## config.mk

```make
export PLATFORM = sky130hd
export DESIGN_NAME = pll_lock_supervisor
export DESIGN_NICKNAME = d
export VERILOG_FILES = /design/src/rtl/pll_lock_supervisor.sv
export SDC_FILE = /design/constraint.sdc
export NUM_CORES = 1
export LEC_CHECK = 0
export ABC_AREA = 1
export BUFFER_PORTS_ARGS = -buffer_cell sky130_fd_sc_hd__buf_2
export CAP_MARGIN = 30
export CORE_MARGIN = 2
export CORE_UTILIZATION = 40
export DETAILED_ROUTE_END_ITERATION = 16
export GPL_TIMING_DRIVEN = 0
export PLACE_DENSITY_LB_ADDON = 0.3
export SYNTH_ARGS = -nofsm -noshare
export SYNTH_HDL_FRONTEND = slang
export SYNTH_SLANG_ARGS = --single-unit
```

## constraint.sdc

```tcl
create_clock -name clk -period 1.95 [get_ports clk]
set_input_delay 0.195 -clock clk [delete_from_list [all_inputs] [get_ports clk]]
set_output_delay 0.195 -clock clk [all_outputs]
set_load 0.01 [all_outputs]
```

## src/rtl/pll_lock_supervisor.sv

```systemverilog
// Sequences PLL reset, lock wait with timeout/retry, lock qualification and system reset release.
// Latency: lock_in to action is 3 edges; backpressure: none, free-running sequencer.
module pll_lock_supervisor #(
  parameter int PLL_RST_CYCLES = 16,
  parameter int TIMEOUT_CYCLES = 65536,
  parameter int STABLE_CYCLES  = 1024,
  parameter int CNT_BITS       = 8
) (
  input  logic                clk,
  input  logic                nrst,
  input  logic                lock_in,
  output logic                pll_nrst,
  output logic                sys_nrst,
  output logic                locked,
  output logic [2:0]          state,
  output logic [CNT_BITS-1:0] loss_count,
  output logic [CNT_BITS-1:0] retry_count
);

  localparam int MAX_AB  = (PLL_RST_CYCLES > TIMEOUT_CYCLES) ? PLL_RST_CYCLES : TIMEOUT_CYCLES;
  localparam int MAX_CYC = (MAX_AB > STABLE_CYCLES) ? MAX_AB : STABLE_CYCLES;
  localparam int TW      = $clog2(MAX_CYC);

  typedef enum logic [2:0] {
    PLL_RST   = 3'd0,
    WAIT_LOCK = 3'd1,
    QUALIFY   = 3'd2,
    RUN       = 3'd3,
    LOST      = 3'd4
  } state_e;

  // Held as a plain vector so the illegal codes 5-7 are representable.
  logic [2:0]          state_q;
  state_e              state_d;
  logic [TW-1:0]       timer_q, timer_d;
  logic                sync1_q, sync2_q;
  logic                pll_nrst_q, sys_nrst_q, locked_q;
  logic [CNT_BITS-1:0] loss_q, loss_d;
  logic [CNT_BITS-1:0] retry_q, retry_d;
  logic                lock_s;

  assign lock_s = sync2_q;

  always_comb begin
    state_d = PLL_RST;
    loss_d  = loss_q;
    retry_d = retry_q;
    case (state_q)
      PLL_RST: begin
        state_d = PLL_RST;
        if (timer_q == TW'(PLL_RST_CYCLES - 1)) state_d = WAIT_LOCK;
      end
      WAIT_LOCK: begin
        state_d = WAIT_LOCK;
        // Lock arriving on the timeout cycle takes priority over the retry.
        if (lock_s) begin
          state_d = QUALIFY;
        end else if (timer_q == TW'(TIMEOUT_CYCLES - 1)) begin
          state_d = PLL_RST;
          if (retry_q != '1) retry_d = retry_q + 1'b1;
        end
      end
      QUALIFY: begin
        state_d = QUALIFY;
        if (!lock_s) state_d = WAIT_LOCK;
        else if (timer_q == TW'(STABLE_CYCLES - 1)) state_d = RUN;
      end
      RUN: begin
        state_d = RUN;
        if (!lock_s) begin
          state_d = LOST;
          if (loss_q != '1) loss_d = loss_q + 1'b1;
        end
      end
      LOST:    state_d = PLL_RST;
      default: state_d = PLL_RST;
    endcase
    timer_d = (state_d != state_q) ? '0 : timer_q + 1'b1;
  end

  always_ff @(posedge clk) begin
    if (!nrst) begin
      state_q    <= PLL_RST;
      timer_q    <= '0;
      sync1_q    <= 1'b0;
      sync2_q    <= 1'b0;
      pll_nrst_q <= 1'b0;
      sys_nrst_q <= 1'b0;
      locked_q   <= 1'b0;
      loss_q     <= '0;
      retry_q    <= '0;
    end else begin
      sync1_q    <= lock_in;
      sync2_q    <= sync1_q;
      state_q    <= state_d;
      timer_q    <= timer_d;
      // Decoded from the next state so the registered outputs line up with state_q.
      pll_nrst_q <= (state_d != PLL_RST);
      sys_nrst_q <= (state_d == RUN);
      locked_q   <= (state_d == RUN);
      loss_q     <= loss_d;
      retry_q    <= retry_d;
    end
  end

  assign pll_nrst    = pll_nrst_q;
  assign sys_nrst    = sys_nrst_q;
  assign locked      = locked_q;
  assign state       = state_q;
  assign loss_count  = loss_q;
  assign retry_count = retry_q;

endmodule

```

==> results of run 1 <==
==> cell usage after synthesis, drive strengths merged <==
| cell | count | share of area |
|---|---|---|
| a21oi | 13 | 0.033 |
| xnor2 | 9 | 0.040 |
| clkbuf | 2 | 0.0038 |
| ha | 3 | 0.019 |
| nor4 | 1 | 0.0064 |
| nand4 | 5 | 0.016 |
| nor3 | 9 | 0.031 |
| dfxtp | 39 | 0.40 |
| nand2 | 55 | 0.12 |
| buf | 2 | 0.0095 |
| nand3 | 17 | 0.055 |
| nor2 | 49 | 0.13 |
| inv | 32 | 0.061 |
| o21ai | 7 | 0.018 |
| xor2 | 15 | 0.067 |
==> kinds of logic after synthesis <==
| logic type | Yosys count |
|---|---|
| buf+inv | 36 |
| simple gates | 136 |
| compound gates | 20 |
| fa+ha+maj | 3 |
| flops | 39 |
| xor+xnor | 24 |
==> layer usage <==
layer	part of all wire	vias to the layer above	routed length, um	track usage
li1	-	872	-	-
met1	0.49	719	1760	0.189
met2	0.46	23	1620	0.235
met3	0.032	8	114	0.0312
met4	0.017	0	61	0.0727
met5	0	-	0	0
==> worst max-delay path by stage <==
stage             endpoint  cells after the start        from
3_3_place_gp   timer_q[12]                     13  timer_q[0]
2_1_floorplan  timer_q[10]                     13  timer_q[0]
6_report       timer_q[15]                     13  timer_q[0]
4_1_cts        timer_q[15]                     13  timer_q[0]
5_1_grt        timer_q[10]                     13  timer_q[0]
3_5_place_dp   timer_q[15]                     13  timer_q[0]
==> worst max-delay path: stages, from the launching register on <==
cell	delay, ns
dfxtp_1	0.37
ha_2	0.21
nand3_2	0.13
inv_2	0.10
nand2_4	0.07
nor2_4	0.13
nand2_2	0.06
nand3_2	0.05
nand2_1	0.06
nand2_1	0.10
nand2_2	0.07
nand3_4	0.11
buf_12	0.16
nor2_2	0.04
==> layout make-up <==
type,count,share of cell area
buffer,4,0.0154
clock inverter,2,0.00551
clock buffer,6,0.0319
timing repair buffer,23,0.0507
sequential,39,0.344
inverter,32,0.0529
multi-input combinational,183,0.463
tap,67,0.0369
==> sequential cells by signal (all words and copies together), names as in the netlist <==
register,count
lock_s,1
locked,1
loss_count,8
pll_nrst,1
retry_count,8
state,3
sync1_q,1
timer_q,16
==> timing repair <==
item,CTS,global route
resized for setup,0,4
hold endpoints to repair,0,0
setup endpoints to repair,0,11
==> metrics by stage <==
| stage | instance area, um2 | total power [mW] | utilization |
|---|---|---|---|
| final | 2270 | 1.40 | 0.481 |
| after global routing | 2270 | 1.45 | 0.481 |
| after CTS | 2250 | 1.41 | 0.477 |
| after detailed placement | 2170 | 0.870 | 0.459 |
| after global placement | 2170 | 0.869 | 0.459 |
| after floorplan | 1970 | 0.860 | - |
==> power by group through the flow <==
stage                     clock network, mW  registers [mW]  logic [mW]
after floorplan                           0           0.826      0.0340
after global placement                    0           0.827      0.0419
after detailed placement                  0           0.827      0.0423
after CTS                             0.557           0.809      0.0424
after global routing                  0.590           0.810      0.0507
final                                 0.543           0.809      0.0443
==> impl_metrics.yaml, run 1 <==
run_status:
  status: "complete, no violations"
min_path:
  min_path_type: "primary input to register"
  whs_endpoint: "sync1_q"
  hp-start: "lock_in"
  whs_path_depth: 3
timing:
  hold_viol: 0
  rsz0062_at_grt: "false"
  slew_viol_final: 0
  tightest_slew_ns: 0.508
  tns_ns: 0
  period_needed_ns: 1.77
  whs_ns: 0.0741
  worst_slack_ns: 0.178
  max_freq_mhz: 564
  finalSetupViolCount: 0
  period_share: 0.909
  skew_ns: 0.00694
  relSlewSlack: 0.662
synth:
  ys_seq_area_frac: 0.397
  syn_nets: 264
  synth_mux_area_frac: 0
  synth_xor_area_frac: 0.107
  synth_top_family_by_area: "simple AND/OR/NAND/NOR gates"
  synth-seq-cells: 39
  synth_cell_types: 26
  netlist_instances: 258
  synth_fa_ha_area_frac: 0.0191
  ys_warn_count: 0
  avgSynthCellArea_um2: 7.63
  synth_simple_gate_area_share: 0.352
  synth_area_um2: 1970
  synth-compound-area-share: 0.0509
worst_setup_path:
  crit_fanout: 10
  r2r-end: "timer_q[15]"
  cp-start-kind: "register"
  end_kind: "register"
  worstRegToRegCells: 13
  rrSetupSlack_ns: 0.18
  path_class: "register to register"
  cp_data_required_time_ns: 2.14
  r2r_start: "timer_q[0]"
  crit_arrival_ns: 1.96
layout:
  layout_commonest_cell: "nand2_1"
  layout-drive-gt1-share: 0.218
  antenna-diode-count: 0
  synthToLayoutAreaGrowth_pct: 15.4
  fin_nets: 294
  layout_common_cells: "nand2_1 (47), dfxtp_1 (39), nor2_1 (35), inv_1 (30), buf_2 (23)"
  multi_input_area_um2: 1050
  instances_no_fill: 356
  seq_area_um2: 781
  num-fill-cells: 482
placement:
  hpwl_um: 2630
  io_buffer_count: 23
  gp_congestion: 0.798
  dp.cells: 348
  pre_cts_ws_ns: 0.120
floorplan:
  die_y_um: 74.1
  dieArea_um2: 5500
  initial_utilization: 0.417
  placeableCoreArea_um2: 4720
  num_io_pins: 25
  fp-row-count: 25
  die_w_um: 74.1
drt:
  ant_nets: 0
  drt-total-wl_um: 3550
  vias: 1622
  drc_errors: 0
  first_pass_iters: 6
  viasPerCell: 4.56
  post_drt_wl_per_cell_um: 9.98
  drt_iter0_drc: 75
cts:
  ctsHoldBuffers: 0
  clk_latency_ns: 0.29
  clock-sinks: 39
  clkTransAtPathRegs_ns: 0.08
  htreeDepth: 2
  clk_path_buf_depth: 2
  cts_tree: "done"
  post_cts_buffers: 0
  root_buffer: "clkbuf_8"
  cts_made_buffers: 5
pwr:
  p_leak_nw: 0.966
  ir_worst_vdd_mv: 0.292
  p_sw_uw: 325
  p_clk_frac: 0.389
  p_int_mw: 1.07
  power_density_nw_per_um2: 614
  p_comb_frac: 0.032
  pwr-share-seq: 0.579
  swShare: 0.233
global_route:
  grt_first_pass_wirelength_um: 6320
  grtUsageTotal: 0.147
  grt_pass1_vias: 1508
  globalRouteOverflowTotal: 0
  antenna_found_initial: 0
  grt_max_degree: 13
job:
  cap_violations: 0
(Power assumes the default switching activity.)
==> run 2: changes to the inputs <==
- BUFFER_PORTS_ARGS: -buffer_cell sky130_fd_sc_hd__buf_2 -> -buffer_cell sky130_fd_sc_hd__buf_4
- CTS_BUF_LIST: not set -> sky130_fd_sc_hd__clkbuf_2
- TNS_END_PERCENT: not set -> 100
==> impl_metrics.yaml, run 2 (synthesis gave the netlist of run 1 again) <==
worst_setup_path:
  cp-start-kind: "register"
  cp_slowest_cell: "dfxtp_2"
  rrSetupSlack_ns: 0.18
  end_kind: "register"
  crit_chain: "ha_1 -> nand3_2 -> inv_2 -> nand2_4 -> nor2_4 -> nand2_2 -> nand3_2 -> nand2_1 -> nand2_1 -> nand2_2 -> nand3_4 -> buf_8 -> nor2_2"
  crit_arrival_ns: 2.08
  crit_fanout: 10
  cp_data_required_time_ns: 2.26
  crit_family: "simple AND/OR/NAND/NOR gates"
  path_class: "register to register"
  slowest_delay_ns: 0.39
  crit_buf_inv: 2
global_route:
  grt_max_degree: 13
  grt_first_pass_wirelength_um: 6310
  grtUsageTotal: 0.149
  grt_pass1_vias: 1510
  antenna_found_initial: 0
  globalRouteOverflowTotal: 0
timing:
  max_freq_mhz: 563
  tightest_slew_ns: 0.530
  hold_viol: 0
  skew_ns: 0.0267
  slew_viol_final: 0
  period_share: 0.910
  whs_ns: 0.154
  tns_ns: 0
  finalSetupViolCount: 0
  rsz0062_at_grt: "false"
  period_needed_ns: 1.77
  relSlewSlack: 0.647
drt:
  post_drt_wl_per_cell_um: 10.3
  vias: 1608
  drt-total-wl_um: 3690
  ant_nets: 0
  viasPerCell: 4.50
  drc_errors: 0
  drt_iter0_drc: 65
  first_pass_iters: 4
floorplan:
  fp-row-count: 25
  placeableCoreArea_um2: 4720
  die_w_um: 74.1
  dieArea_um2: 5500
  die_y_um: 74.1
  num_io_pins: 25
  initial_utilization: 0.417
layout:
  multi_input_area_um2: 1050
  largest_register_ffs: 16
  synthToLayoutAreaGrowth_pct: 18.9
  registers.top_by_ff_count: "timer_q"
  antenna-diode-count: 0
  seq_area_um2: 782
  num-fill-cells: 468
  layout_commonest_cell: "nand2_1"
  layout-drive-gt1-share: 0.224
  layout_common_cells: "nand2_1 (46), dfxtp_1 (38), nor2_1 (35), inv_1 (30), buf_4 (24)"
  fin_nets: 295
placement:
  gp_congestion: 0.791
  hpwl_um: 2720
  io_buffer_count: 23
cts:
  htreeDepth: 2
  post_cts_buffers: 0
  cts_tree: "done"
  root_buffer: "clkbuf_2"
  clock-sinks: 39
  clkTransAtPathRegs_ns: 0.21
  clk_path_buf_depth: 2
  clk_latency_ns: 0.41
  cts_made_buffers: 5
pwr:
  power_density_nw_per_um2: 633
  ir_worst_vdd_mv: 0.267
  p_leak_nw: 0.981
job:
  cap_violations: 0
run_status:
  status: "complete, no violations"
min_path:
  min_path_type: "primary input to register"
## run 2: cell types whose count changed in the layout (fill, tap and decap cells not counted), moves of 2 or more
cell,change
buf_2,-23
buf_4,+23
clkbuf_2,+6
clkbuf_8,-5
bufinv_16,+2
## run 2: per-layer routing
| metal | GRT usage | vias up | share of wire |
|---|---|---|---|
| li1 | - | 873 | - |
| met1 | 0.189 | 714 | 0.48 |
| met4 | 0.0606 | 0 | 0.018 |
| met3 | 0.0515 | 6 | 0.032 |
| met2 | 0.232 | 15 | 0.47 |
| met5 | 0 | - | 0 |
## run 2: through the flow
stage	setup slack [ns]	std cells	util	power, mW	area (um2)
CTS	0.101	357	0.492	1.49	2320
floorplan	0.322	258	-	0.860	1970
finish	0.175	357	0.496	1.48	2340
detailed placement	0.128	348	0.471	0.870	2220
global placement	0.142	348	0.471	0.870	2220
global route	0.0152	357	0.496	1.54	2340
## run 2: cell type report
class	count	share of cell area
timing repair buffer	24	0.0780
multi-input combinational	183	0.449
inverter	32	0.0513
sequential	39	0.334
tap	67	0.0358
clock buffer	6	0.0128
clock inverter	2	0.0257
buffer	4	0.0128
## run 2: timing repair
item,CTS,global route
endpoints found under the hold margin,1,0
hold buffers,1,0
resized for setup,0,4
setup endpoints to repair,0,15
## run 2: report_power, final
part	internal, mW	switching, mW	total, mW
clock	0.351	0.273	0.624
combinational	0.0176	0.0274	0.0450
sequential	0.806	0.00517	0.812
total	1.18	0.306	1.48
## run 2: final timing paths
check	start	endpoint	cells after the start
max	timer_q[0]	timer_q[15]	13
min	nrst	sync1_q	3
max reg2reg	timer_q[0]	timer_q[15]	13
min reg2reg	timer_q[0]	timer_q[0]	1
## run 2: worst reg2reg max path, cell delays in order, from the launching register on
cell     delay, ns
dfxtp_2       0.39
ha_1          0.20
nand3_2       0.13
inv_2         0.10
nand2_4       0.07
nor2_4        0.13
nand2_2       0.06
nand3_2       0.05
nand2_1       0.06
nand2_1       0.10
nand2_2       0.07
nand3_4       0.10
buf_8         0.18
nor2_2        0.04
==> run 3: changes to the inputs <==
- SETUP_SLACK_MARGIN: not set -> 0.3
==> impl_metrics.yaml, run 3 (synthesis gave the netlist of run 1 again) <==
timing:
  skew_ns: 0.0333
  hold_viol: 0
  finalSetupViolCount: 0
  max_freq_mhz: 594
  period_needed_ns: 1.68
  period_share: 0.863
  slew_viol_final: 0
  relSlewSlack: 0.664
  rsz0062_at_grt: "true"
  tns_ns: 0
  tightest_slew_ns: 0.505
floorplan:
  placeableCoreArea_um2: 4720
  dieArea_um2: 5500
  fp-row-count: 25
  die_w_um: 74.1
  num_io_pins: 25
  die_y_um: 74.1
  initial_utilization: 0.417
min_path:
  whs_path_depth: 3
  whs_endpoint: "sync1_q"
  min_path_type: "primary input to register"
  hp-start: "nrst"
drt:
  post_drt_wl_per_cell_um: 11.5
  viasPerCell: 4.69
  ant_nets: 0
  first_pass_iters: 4
  drt-total-wl_um: 4440
  vias: 1807
  drt_iter0_drc: 93
  drc_errors: 0
global_route:
  antenna_found_initial: 0
  globalRouteOverflowTotal: 0
  grt_pass1_vias: 1616
  grt_first_pass_wirelength_um: 6820
  grtUsageTotal: 0.161
  grt_max_degree: 13
worst_setup_path:
  r2r-end: "timer_q[0]"
  crit_arrival_ns: 2.01
  crit_fanout: 7
  cp_data_required_time_ns: 2.28
  crit_chain: "nor2_2 -> nor2_2 -> nand2_2 -> xor2_1 -> nand2_1 -> nor3_4 -> nand3_4 -> buf_12 -> buf_12 -> nor2_2"
  end_kind: "register"
  slowest_delay_ns: 0.40
  worstRegToRegCells: 10
  crit_top_cell: "nor2_2"
  r2r_start: "state[0]"
  cp_slowest_cell: "dfxtp_4"
  crit_family: "simple AND/OR/NAND/NOR gates"
  rrSetupSlack_ns: 0.27
  path_class: "register to register"
  crit_buf_inv: 2
  cp-start-kind: "register"
layout:
  registers.top_by_ff_count: "timer_q"
  largest_register_ffs: 16
  layout_common_cells: "buf_4 (47), nand2_1 (43), nor2_1 (30), inv_1 (28), dfxtp_1 (24)"
  antenna-diode-count: 0
  fin_nets: 323
  num-fill-cells: 411
  layout_commonest_cell: "buf_4"
  instances_no_fill: 385
  synthToLayoutAreaGrowth_pct: 39.2
  seq_area_um2: 812
  multi_input_area_um2: 1150
  layout-drive-gt1-share: 0.384
cts:
  clkTransAtPathRegs_ns: 0.22
  clock-sinks: 39
  clk_latency_ns: 0.41
  cts_tree: "done"
  htreeDepth: 2
  cts_made_buffers: 5
  clk_path_buf_depth: 2
  root_buffer: "clkbuf_2"
run_status:
  status: "complete, no violations"
pwr:
  swShare: 0.211
  p_sw_uw: 318
  pwr-share-seq: 0.535
  p_leak_nw: 1.17
  p_comb_frac: 0.051
  power_density_nw_per_um2: 550
  p_clk_frac: 0.414
  ir_worst_vdd_mv: 0.281
  p_int_mw: 1.19
job:
  cap_violations: 0
placement:
  dp.cells: 348
  gp_congestion: 0.791
  hpwl_um: 2720
  io_buffer_count: 23
-- run 3: layer usage --
metal / vias up / GRT usage / routed length, um
li1: 931 / - / -
met1: 832 / 0.198 / 1920
met2: 36 / 0.269 / 2270
met3: 8 / 0.0474 / 188
met4: 0 / 0.0545 / 70
met5: - / 0 / 0
-- run 3: how the worst max path moves through the flow --
stage | cells past startpoint | start | to
global placement | 13 | timer_q[0] | timer_q[12]
global route | 13 | timer_q[0] | timer_q[0]
floorplan | 13 | timer_q[0] | timer_q[10]
detailed placement | 13 | timer_q[0] | timer_q[15]
CTS | 12 | timer_q[9] | timer_q[0]
finish | 10 | state[0] | timer_q[0]
-- run 3: tightest hold or removal path, stage by stage --
cell and delay [ns]:
clkbuf_1 0.21, nand2_1 0.12, inv_1 0.03
-- run 3: cell type report --
class,instances,area share
Buffer,4,0.0128
Clock buffer,6,0.0110
Clock inverter,2,0.0219
Inverter,32,0.0457
Multi-Input combinational cell,184,0.420
Sequential cell,39,0.296
Tap cell,67,0.0306
Timing Repair Buffer,51,0.162
-- run 3: power by group through the flow --
stage               sequential (mW)  combinational, mW  clock (mW)
detailed placement            0.827             0.0430           0
floorplan                     0.826             0.0340           0
CTS                           0.811             0.0656       0.638
global placement              0.827             0.0426           0
finish                        0.807             0.0766       0.625
global route                  0.809             0.0839       0.683
-- run 3: stage by stage --
stage                     power, mW  hold WS (ns)   util  area, um2  setup WS, ns
final                          1.51         0.158  0.580       2740         0.267
after floorplan               0.860         0.293      -       1970         0.322
after global placement        0.870         0.380  0.471       2220         0.142
after detailed placement      0.870         0.394  0.471       2220         0.128
after CTS                      1.52         0.155  0.535       2520         0.248
after global routing           1.58         0.146  0.580       2740         0.187
-- run 3: timing repair --
item / in CTS / in global routing
resized for setup: 23 / 28
setup endpoints to repair: 31 / 32
setup buffers: 11 / 15
hold endpoints to repair: 1 / 0
pin swaps: 5 / 8
hold buffers: 1 / 0
cloned: 1 / 1
